==> config.mk <==
export PLATFORM = sky130hd
export DESIGN_NAME = attention_loader_flat
export DESIGN_NICKNAME = d
export VERILOG_FILES = /design/src/rtl/attention_loader_if.sv /design/src/rtl/attention_loader.sv /design/src/flat_wrapper.sv
export SDC_FILE = /design/constraint.sdc
export NUM_CORES = 1
export LEC_CHECK = 0
export BUFFER_PORTS_ARGS = -buffer_cell sky130_fd_sc_hd__buf_4
export CORE_UTILIZATION = 40
export DETAILED_ROUTE_END_ITERATION = 10
export GPL_TIMING_DRIVEN = 0
export PLACE_DENSITY = 0.66
export SYNTH_ARGS = -nofsm -noshare
export SYNTH_HDL_FRONTEND = slang
export SYNTH_SLANG_ARGS = --single-unit
==> constraint.sdc <==
create_clock -name clk -period 1.7 [get_ports clk]
set_input_delay 0.255 -clock clk [delete_from_list [all_inputs] [get_ports clk]]
set_output_delay 0.255 -clock clk [all_outputs]
set_load 0.1 [all_outputs]
==> src/rtl/attention_loader_if.sv <==
// Purpose: valid/ready element stream feeding attention_loader.
// Signals:
//   in_valid  source -> loader  element valid
//   in_ready  loader -> source  element ready
//   in_data   source -> loader  signed WIDTH-bit element
// Modports: master = stream source, slave = attention_loader.
interface attention_loader_if #(
    parameter int unsigned WIDTH = 8
) ();
    logic                    in_valid;
    logic                    in_ready;
    logic signed [WIDTH-1:0] in_data;

    modport master (output in_valid, output in_data, input in_ready);
    modport slave  (input in_valid, input in_data, output in_ready);
endinterface

==> src/rtl/attention_loader.sv <==
// Purpose: stream-to-matrix front end for Attention. Collects a row-major
//   frame of In, WQ, WK, WV elements from a valid/ready stream, fires a
//   one-cycle START, then holds the matrices until DONE comes back.
// Ports:
//   clk, reset   clock and synchronous active-high reset
//   strm         element stream (attention_loader_if.slave)
//   reuse_w      request weight reuse for the next frame
//   In/WQ/WK/WV  matrices to Attention
//   START        one-cycle start pulse to Attention
//   DONE         completion from Attention (level or pulse)
//   busy         high while loading, firing or waiting
//   frame_done   one-cycle pulse when DONE is accepted
// Option: define ATTN_LOADER_WEIGHT_REUSE_EN to allow In-only frames that
//   keep the previously loaded WQ/WK/WV.
module attention_loader #(
    parameter int unsigned N     = 4,
    parameter int unsigned D     = 4,
    parameter int unsigned WIDTH = 8
) (
    input  logic                                    clk,
    input  logic                                    reset,
    attention_loader_if.slave                       strm,
    input  logic                                    reuse_w,
    output logic signed [N-1:0][D-1:0][WIDTH-1:0]   In,
    output logic signed [D-1:0][D-1:0][WIDTH-1:0]   WQ,
    output logic signed [D-1:0][D-1:0][WIDTH-1:0]   WK,
    output logic signed [D-1:0][D-1:0][WIDTH-1:0]   WV,
    output logic                                    START,
    input  logic                                    DONE,
    output logic                                    busy,
    output logic                                    frame_done
);
    localparam int unsigned IN_ELEMS = N * D;
    localparam int unsigned W_ELEMS  = D * D;
    localparam int unsigned TOTAL    = IN_ELEMS + 3 * W_ELEMS;
    localparam int unsigned CW       = $clog2(TOTAL + 1);
    localparam int unsigned AW       = (TOTAL > 1) ? $clog2(TOTAL) : 1;

    typedef enum logic [1:0] {
        S_IDLE,
        S_LOAD,
        S_FIRE,
        S_WAIT
    } state_t;

    state_t                      state_q, state_d;
    logic [CW-1:0]               cnt_q, cnt_d;
    logic [TOTAL-1:0][WIDTH-1:0] mem_q;
    logic                        start_q, busy_q, frame_done_q;
    logic                        done_pend_q;
    logic                        ready_c, accept_c, last_c, done_acc_c;
    int unsigned                 len_c;

`ifdef ATTN_LOADER_WEIGHT_REUSE_EN
    logic reuse_q, weights_valid_q, reuse_eff_c;

    // reuse_w only counts on the opening beat; later beats follow the latched choice
    assign reuse_eff_c = (state_q == S_IDLE) ? (reuse_w && weights_valid_q) : reuse_q;
    assign len_c       = reuse_eff_c ? IN_ELEMS : TOTAL;
`else
    logic unused_reuse_w;

    assign unused_reuse_w = reuse_w;
    assign len_c          = TOTAL;
`endif

    // Ready is withheld while reset is asserted, not just after it takes effect
    assign ready_c       = !reset && (state_q == S_IDLE || state_q == S_LOAD);
    assign strm.in_ready = ready_c;
    assign accept_c      = strm.in_valid && ready_c;
    assign last_c        = (cnt_q == CW'(len_c - 1));

    // Flat element store, row-major In then WQ, WK, WV; packed layout matches the ports
    assign In = mem_q[IN_ELEMS-1:0];
    assign WQ = mem_q[IN_ELEMS+W_ELEMS-1:IN_ELEMS];
    assign WK = mem_q[IN_ELEMS+2*W_ELEMS-1:IN_ELEMS+W_ELEMS];
    assign WV = mem_q[TOTAL-1:IN_ELEMS+2*W_ELEMS];

    assign START      = start_q;
    assign busy       = busy_q;
    assign frame_done = frame_done_q;

    // Next-state and element counter
    always_comb begin
        state_d    = state_q;
        cnt_d      = cnt_q;
        done_acc_c = 1'b0;
        case (state_q)
            S_IDLE, S_LOAD: begin
                if (accept_c) begin
                    if (last_c) begin
                        state_d = S_FIRE;
                        cnt_d   = '0;
                    end else begin
                        state_d = S_LOAD;
                        cnt_d   = cnt_q + CW'(1);
                    end
                end
            end
            S_FIRE: state_d = S_WAIT;
            S_WAIT: begin
                // DONE seen during FIRE is remembered and completes here
                if (DONE || done_pend_q) begin
                    done_acc_c = 1'b1;
                    state_d    = S_IDLE;
                end
            end
            default: state_d = S_IDLE;
        endcase
    end

    // State, element store and registered outputs
    always_ff @(posedge clk) begin
        if (reset) begin
            state_q         <= S_IDLE;
            cnt_q           <= '0;
            mem_q           <= '0;
            start_q         <= 1'b0;
            busy_q          <= 1'b0;
            frame_done_q    <= 1'b0;
            done_pend_q     <= 1'b0;
`ifdef ATTN_LOADER_WEIGHT_REUSE_EN
            reuse_q         <= 1'b0;
            weights_valid_q <= 1'b0;
`endif
        end else begin
            state_q      <= state_d;
            cnt_q        <= cnt_d;
            start_q      <= (state_d == S_FIRE);
            busy_q       <= (state_d != S_IDLE);
            frame_done_q <= done_acc_c;
            done_pend_q  <= (state_q == S_FIRE) && DONE;
            if (accept_c) begin
                mem_q[AW'(cnt_q)] <= strm.in_data;
            end
`ifdef ATTN_LOADER_WEIGHT_REUSE_EN
            if (accept_c && state_q == S_IDLE) begin
                reuse_q <= reuse_w && weights_valid_q;
            end
            if (accept_c && last_c && !reuse_eff_c) begin
                weights_valid_q <= 1'b1;
            end
`endif
        end
    end
endmodule

==> src/flat_wrapper.sv <==
// flat-port wrapper written by rule: the top's interface ports become plain ports
module attention_loader_flat 
#(
    parameter int unsigned N     = 4,
    parameter int unsigned D     = 4,
    parameter int unsigned WIDTH = 8
)
  (clk, reset, reuse_w, In, WQ, WK, WV, START, DONE, busy, frame_done, strm_in_valid, strm_in_data, strm_in_ready);
  attention_loader_if #(.WIDTH(WIDTH)) strm_i ();
  input  logic clk;
  input  logic reset;
  input  logic reuse_w;
  output logic signed [N-1:0][D-1:0][WIDTH-1:0] In;
  output logic signed [D-1:0][D-1:0][WIDTH-1:0] WQ;
  output logic signed [D-1:0][D-1:0][WIDTH-1:0] WK;
  output logic signed [D-1:0][D-1:0][WIDTH-1:0] WV;
  output logic START;
  input  logic DONE;
  output logic busy;
  output logic frame_done;
  input wire logic [$bits(strm_i.in_valid)-1:0] strm_in_valid;
  input wire logic [$bits(strm_i.in_data)-1:0] strm_in_data;
  output wire logic [$bits(strm_i.in_ready)-1:0] strm_in_ready;
  assign strm_i.in_valid = strm_in_valid;
  assign strm_i.in_data = strm_in_data;
  assign strm_in_ready = strm_i.in_ready;
  attention_loader #(.N(N), .D(D), .WIDTH(WIDTH)) u_core (.clk(clk), .reset(reset), .strm(strm_i), .reuse_w(reuse_w), .In(In), .WQ(WQ), .WK(WK), .WV(WV), .START(START), .DONE(DONE), .busy(busy), .frame_done(frame_done));
endmodule
==> results.txt, run 1 <==
----------------------------------------------------
[Clock tree]
  Number of CTS-inserted buffers ... 55
  CTS H-tree lvls ... 2
  Max Buffers Root-to-Sink ... 3
  Worst-skew pair later-pin latency ... between 0.6 and 0.7 ns
  Clock root buffer ... clkbuf_16
  Total number of clock tree sinks ... 525
  Clock tree from TritonCTS ... built
  Clock slew seen by the registers of the worst setup and hold paths ... roughly 0.060 ns

[Layout]
  Non-Filler Instances ... ~3200
  Area Overhead vs Synth ... 46.1%
  Filler cells ... approximately 4000
  Commonest non-fill, non-tap cells in the layout ... buf_4, dfxtp_1, nand2_1
  Most common library cell in the layout ignoring fill and taps ... buf_4
  Area taken by multi-input logic gates ... a little under 10000 um2
  Net count, final ... 2505
  FF+latch area ... about 11000 um2
  Final antenna diode count ... 0
  Share of layout cells above drive strength 1 ... around 36%

[GRT]
  Global-route usage over all layers ... 30.5%
  Vias in the first global route ... ~18000
  Antenna violations before repair ... 0
  Largest net degree at the start of global routing ... 15
  Global-route wire length before repair ... approximately 110000 um
  GRT overflow ... 0

[Power]
  Maximum vdd ir drop ... about 0.84 mV
  Standby leakage power ... 13.5 nW
  PwrDens ... approximately 940 nW/um2

[Synth]
  Syn_nets ... 1900
  Synth Register Bits ... around 530
  Sequential area share after synthesis ... between 50% and 60%
  Number of synthesized flops with an enable pin ... 0
  Ys Warns ... 0
  Post-synthesis area per instance ... slightly above 10 um2
  Synthesized instance count ... 1886
  Distinct cell type count after synthesis ... 48
  Predominant post-synthesis flop cell ... dfxtp_1
  FFs w/ async S/R, synth ... 0%
  Area of the mapped netlist ... roughly 20000 um2

[Worst hold path]
  Class of the most critical hold timing path ... input pin to register

[Critical path]
  Critical path fanouts, max ... 10
  FF-to-FF setup slack ... -0.24 ns
  Type of destination of the critical path ... register
  Required time of the critical path ... ~2.2 ns
  Category of the worst setup path launch point ... register
  Worst Setup Path Type ... register to register
  Worst path arrival time ... 2.44 ns

[Timing]
  Minimum clock period ... just under 2 ns
  Slack of the critical path ... -0.235 ns
  Number of max-slew violations in the final report ... 0
  Total count of hold-check failures in the final report ... 0
  Share of the clock period used by the worst path ... 114%
  Clk_skew ... between 0.02 and 0.03 ns
  RSZ-0062 raised after global routing ... true
  Count of endpoints failing setup in the final report ... 334
  Slew at the pin with the worst max-slew slack ... around 0.87 ns
  Achievable frequency ... 517 MHz
  Relative slew margins ... 42.2%

[Status]
  Violations in the final reports ... setup timing
  Result of the run ... finished, violations left

[Flow run]
  Max cap viols ... 0

[Place]
  Number of instances in the placed design ... roughly 3000
  Routability congestion estimate ... 0.924
  IO buf count ... 526
  Detailed placement HPWL ... between 50000 and 60000 um
  Pre-CTS WS ... -1.18 ns

[Detailed routing]
  Number of routed nets with antenna violations ... 0
  Via density per instance ... 5.67
  Drt initial violations ... between 1000 and 1500
  Detailed-route wire length per cell ... around 25 um
  First-pass iteration count of the detailed router ... 5
  Total number of vias ... between 15000 and 20000
  DRC violations left ... 0
  Drt total wl ... around 79000 um

[Floorplan]
  Die ar. ... slightly below 50000 um2
  Initial Utilization ... between 40 and 50%
  Horizontal die dimension ... 223 um
  I/O pins ... between 500 and 600
  Core region area ... about 48000 um2
  Die height ... approximately 220 um
  FP Rows ... 80

----------------------------------------------------
==> metal layers <==
layer / up-vias / wire (um) / global-route usage [%]
met3: 160 / 6390 / 6.85
met4: 2 / 2530 / 11.3
met1: 8821 / 31600 / 37.6
li1: 8056 / - / -
met2: 844 / 38600 / 51.9
met5: - / 6 / 0
==> cells by family (layout without fill, tap and decap cells) <==
| kind of cell | after synthesis | count (layout) | share of synthesized area, % |
|---|---|---|---|
| AO/OA/AOI/OAI | 322 | 322 | 12.4 |
| multiplexers | 359 | 359 | 18.4 |
| flip-flops | 525 | 525 | 53.8 |
| AND/OR/NAND/NOR | 473 | 473 | 11.0 |
| buffers and inverters | 205 | 856 | 4.26 |
| adder cells (fa/ha/maj) | 1 | 1 | 0.0641 |
| XOR/XNOR | 1 | 1 | 0.0449 |
==> cell usage after synthesis (all sizes together), types with 2 or more instances <==
cell type | count | area share, %
buf | 27 | 0.83
nor2b | 3 | 0.096
or3 | 2 | 0.064
a21oi | 5 | 0.13
nor2 | 3 | 0.058
mux2i | 359 | 18
o311ai | 153 | 6.9
nor4bb | 3 | 0.15
o21ai | 100 | 2.6
nor3 | 2 | 0.13
clkbuf | 175 | 3.4
nor3b | 5 | 0.24
and3 | 2 | 0.064
or3b | 3 | 0.13
a211oi | 2 | 0.077
and3b | 4 | 0.18
nand3b | 4 | 0.15
inv | 3 | 0.058
nand2 | 372 | 7.2
nand2b | 2 | 0.064
o41ai | 55 | 2.5
dfxtp | 525 | 54
nand3 | 60 | 2.2
==> worst paths after layout <==
| check | from | end | cells past startpoint |
|---|---|---|---|
| setup / recovery | u_core.cnt_q[2] | u_core.WV[84] | 6 |
| hold reg to reg | u_core.In[119] | u_core.In[119] | 2 |
| hold / removal | strm_in_valid | u_core.busy | 3 |
| setup reg to reg | u_core.cnt_q[2] | u_core.WV[84] | 6 |
==> timing repair <==
item / 4_1_cts / 5_1_grt
endpoints found under the hold margin: 3 / 0
gates cloned: 2 / 0
resized for setup: 342 / 160
hold buffers: 3 / 0
buffers inserted: 22 / 4
pin swaps: 9 / 7
endpoints found under the setup margin: 522 / 506
==> registers in the layout, summed over array words and instances, names as in the netlist <==
register and cells:
u_core.In 128, u_core.WK 128, u_core.WQ 128, u_core.WV 128
u_core.cnt_q 7, u_core.state_q 2, u_core.START 1, u_core.busy 1
u_core.done_pend_q 1, u_core.frame_done 1
==> stage by stage <==
step                      utilization (%)  area [um2]  hold slack (ns)  total power, mW  setup TNS (ns)
final                                59.5       28500            0.138             26.8          -23.20
after global routing                 59.5       28500            0.174             27.4          -52.41
after CTS                            58.1       27800            0.118             26.8          -15.41
after detailed placement             50.6       24300            0.450             13.7         -424.30
after global placement               50.6       24300            0.427             13.7         -414.55
after floorplan                         -       19600            0.405             13.2          -0.166
==> power breakdown <==
| part | internal (mW) | leakage [nW] | switching, mW |
|---|---|---|---|
| Combinational | 0.318 | 8.30 | 1.08 |
| Sequential | 12.3 | 4.23 | 0.0148 |
| Clock | 7.94 | 0.976 | 5.15 |
| Total | 20.6 | 13.5 | 6.25 |
==> critical path, stage by stage, from the launching register on <==
cell     delay [ns]
dfxtp_1        0.31
buf_6          0.14
or4b_4         0.49
buf_12         0.17
buf_8          0.16
buf_12         0.16
o41ai_1        0.37
==> cell type report <==
cell class / count / area share (%)
Buffer: 193 / 4.42
Inverter: 3 / 0.0395
Sequential cell: 525 / 36.9
Tap cell: 615 / 2.70
Clock buffer: 87 / 5.99
Timing Repair Buffer: 557 / 15.2
Clock inverter: 16 / 0.930
Multi-Input combinational cell: 1156 / 33.9
No activity file was read; power rests on OpenSTA's default activity.
==> run 2: changes to the inputs <==
--- a/config.mk
+++ b/config.mk
@@ -5,11 +5,14 @@
 export SDC_FILE = /design/constraint.sdc
 export NUM_CORES = 1
 export LEC_CHECK = 0
+export ABC_CLOCK_PERIOD_IN_PS = 1700
 export BUFFER_PORTS_ARGS = -buffer_cell sky130_fd_sc_hd__buf_4
-export CORE_UTILIZATION = 40
+export CELL_PAD_IN_SITES_DETAIL_PLACEMENT = 0
+export CELL_PAD_IN_SITES_GLOBAL_PLACEMENT = 1
+export CORE_UTILIZATION = 36
 export DETAILED_ROUTE_END_ITERATION = 10
 export GPL_TIMING_DRIVEN = 0
-export PLACE_DENSITY = 0.66
+export PLACE_DENSITY_LB_ADDON = 0.1
 export SYNTH_ARGS = -nofsm -noshare
 export SYNTH_HDL_FRONTEND = slang
 export SYNTH_SLANG_ARGS = --single-unit
==> results.txt, run 2 (synthesized netlist as in run 1, its figures left out) <==
----------------------------------------------------
[Status]
  Result of the run ... finished, violations left
  Violations in the final reports ... setup timing

[Detailed routing]
  Via density per instance ... ~5.5
  Detailed-route wire length per cell ... between 20 and 30 um
  Number of routed nets with antenna violations ... 0
  Drt total wl ... 83400 um
  Drt initial violations ... 1143
  Total number of vias ... roughly 18000
  First-pass iteration count of the detailed router ... 7
  DRC violations left ... 0

[GRT]
  Global-route wire length before repair ... roughly 120000 um
  Global-route usage over all layers ... between 20% and 30%
  Largest net degree at the start of global routing ... 15
  Antenna violations before repair ... 0
  Vias in the first global route ... 17400
  GRT overflow ... 0

[Timing]
  Minimum clock period ... about 1.9 ns
  Slew at the pin with the worst max-slew slack ... roughly 0.83 ns
  RSZ-0062 raised after global routing ... true
  Clk_skew ... between 0.02 and 0.03 ns
  Count of endpoints failing setup in the final report ... slightly above 100
  Slack of the critical path ... -0.220 ns
  Achievable frequency ... approximately 520 MHz
  Share of the clock period used by the worst path ... 113%
  Relative slew margins ... 44.8%
  Total count of hold-check failures in the final report ... 0
  Number of max-slew violations in the final report ... 0

[Clock tree]
  Worst-skew pair later-pin latency ... just over 0.6 ns
  Max Buffers Root-to-Sink ... 3
  Clock root buffer ... clkbuf_16
  Total number of clock tree sinks ... 525
  Clock slew seen by the registers of the worst setup and hold paths ... around 0.060 ns
  CTS H-tree lvls ... 2
  Number of CTS-inserted buffers ... 57
  Clock tree from TritonCTS ... built

[Power]
  Total design power ... 26.3 mW
  PwrDens ... between 900 and 1000 nW/um2
  Standby leakage power ... roughly 14 nW
  Maximum vdd ir drop ... 0.797 mV

[Floorplan]
  Horizontal die dimension ... 235 um
  Die height ... around 230 um
  FP Rows ... 84
  Die ar. ... between 50000 and 60000 um2
  I/O pins ... about 530
  Core region area ... 53100 um2
  Initial Utilization ... between 30% and 40%

[Layout]
  Commonest non-fill, non-tap cells in the layout ... buf_4, dfxtp_1, nand2_1
  Most common library cell in the layout ignoring fill and taps ... buf_4
  Final antenna diode count ... 0
  Non-Filler Instances ... ~3200
  Net count, final ... around 2500
  Share of layout cells above drive strength 1 ... around 39%
  Area Overhead vs Synth ... 48.1%

[Critical path]
  Required time of the critical path ... ~2.2 ns
  CP delay by family, top ... simple AND/OR/NAND/NOR gates
  Type of destination of the critical path ... register
  FF-to-FF setup slack ... -0.22 ns
  Category of the worst setup path launch point ... register
  Critical path fanouts, max ... 7
  Worst Setup Path Type ... register to register
  CP bufs+invs ... 2
  Slowest cell delay on critical path ... between 0.5 and 0.6 ns
  Cell with the biggest individual delay on the critical path ... or4b_4
  Worst path cell trace ... or4b_4, buf_12, clkbuf_16, o311ai_1, o41ai_1
  Worst path arrival time ... 2.40 ns

[Place]
  Detailed placement HPWL ... between 50000 and 60000 um
  Pre-CTS WS ... -1.39 ns
  Number of instances in the placed design ... 3100
  IO buf count ... 526
  Routability congestion estimate ... between 0.8 and 0.9

[Worst hold path]
  Class of the most critical hold timing path ... input pin to register

[Flow run]
  Max cap viols ... 0

----------------------------------------------------
## run 2: cell count changes in the layout (fill, tap and decap cells not counted), sizes merged
cell / before / now
clkinvlp: 0 / 3
clkbuf: 241 / 225
inv: 4 / 6
buf: 591 / 599
bufinv: 7 / 4
## run 2: path summary, 6_finish.rpt
check	cells after the start	end	startpoint
worst min register to register	1	u_core.done_pend_q	u_core.state_q[0]
worst max register to register	5	u_core.WV[87]	u_core.state_q[1]
worst min-delay path	3	u_core.busy	strm_in_valid
worst max-delay path	5	u_core.WV[87]	u_core.state_q[1]
## run 2: worst min-delay path, delay by kind of cell
family,cells,cell delay (ns)
AO/OA/AOI/OAI,2,0.26
buffers and inverters,1,0.15
## run 2: power breakdown
part           leakage [nW]  switching, mW  internal (mW)  total, mW
Sequential             4.23         0.0141           12.3       12.3
Combinational          8.49           1.15          0.367       1.52
Clock                 0.906           5.15           7.28       12.4
Total                  13.6           6.31           20.0       26.3
## run 2: through the flow
step	util, %	hold WS [ns]	area (um2)	setup TNS, ns
6_report	54.5	0.118	28900	-8.77
2_1_floorplan	-	0.405	19600	-0.166
5_1_grt	54.5	0.137	28900	-18.73
3_3_place_gp	45.9	0.429	24400	-427.76
4_1_cts	52.6	0.0855	27900	-19.40
3_5_place_dp	45.9	0.442	24400	-435.77
## run 2: repair_timing
action	4_1_cts	5_1_grt
setup buffers	21	3
pin swaps	17	10
hold buffers	3	0
cloned	4	3
endpoints found under the setup margin	522	488
endpoints found under the hold margin	3	0
gates resized for setup	346	336
## run 2: routing by layer
layer,global-route usage [%],vias up,part of all wire (%)
li1,-,8075,-
met1,36.6,8818,41
met2,48.8,700,49
met3,7.17,118,7.9
met4,9.09,0,2.5
met5,0,-,0
## run 2: cell type report
cell class / instances / area (um2)
buffer: 192 / 1370
tap: 688 / 861
clock inverter: 18 / 211
timing repair buffer: 560 / 4430
sequential: 525 / 10500
inverter: 3 / 11.3
clock buffer: 77 / 1630
fill: 4668 / 24200
multi-input combinational: 1156 / 9880
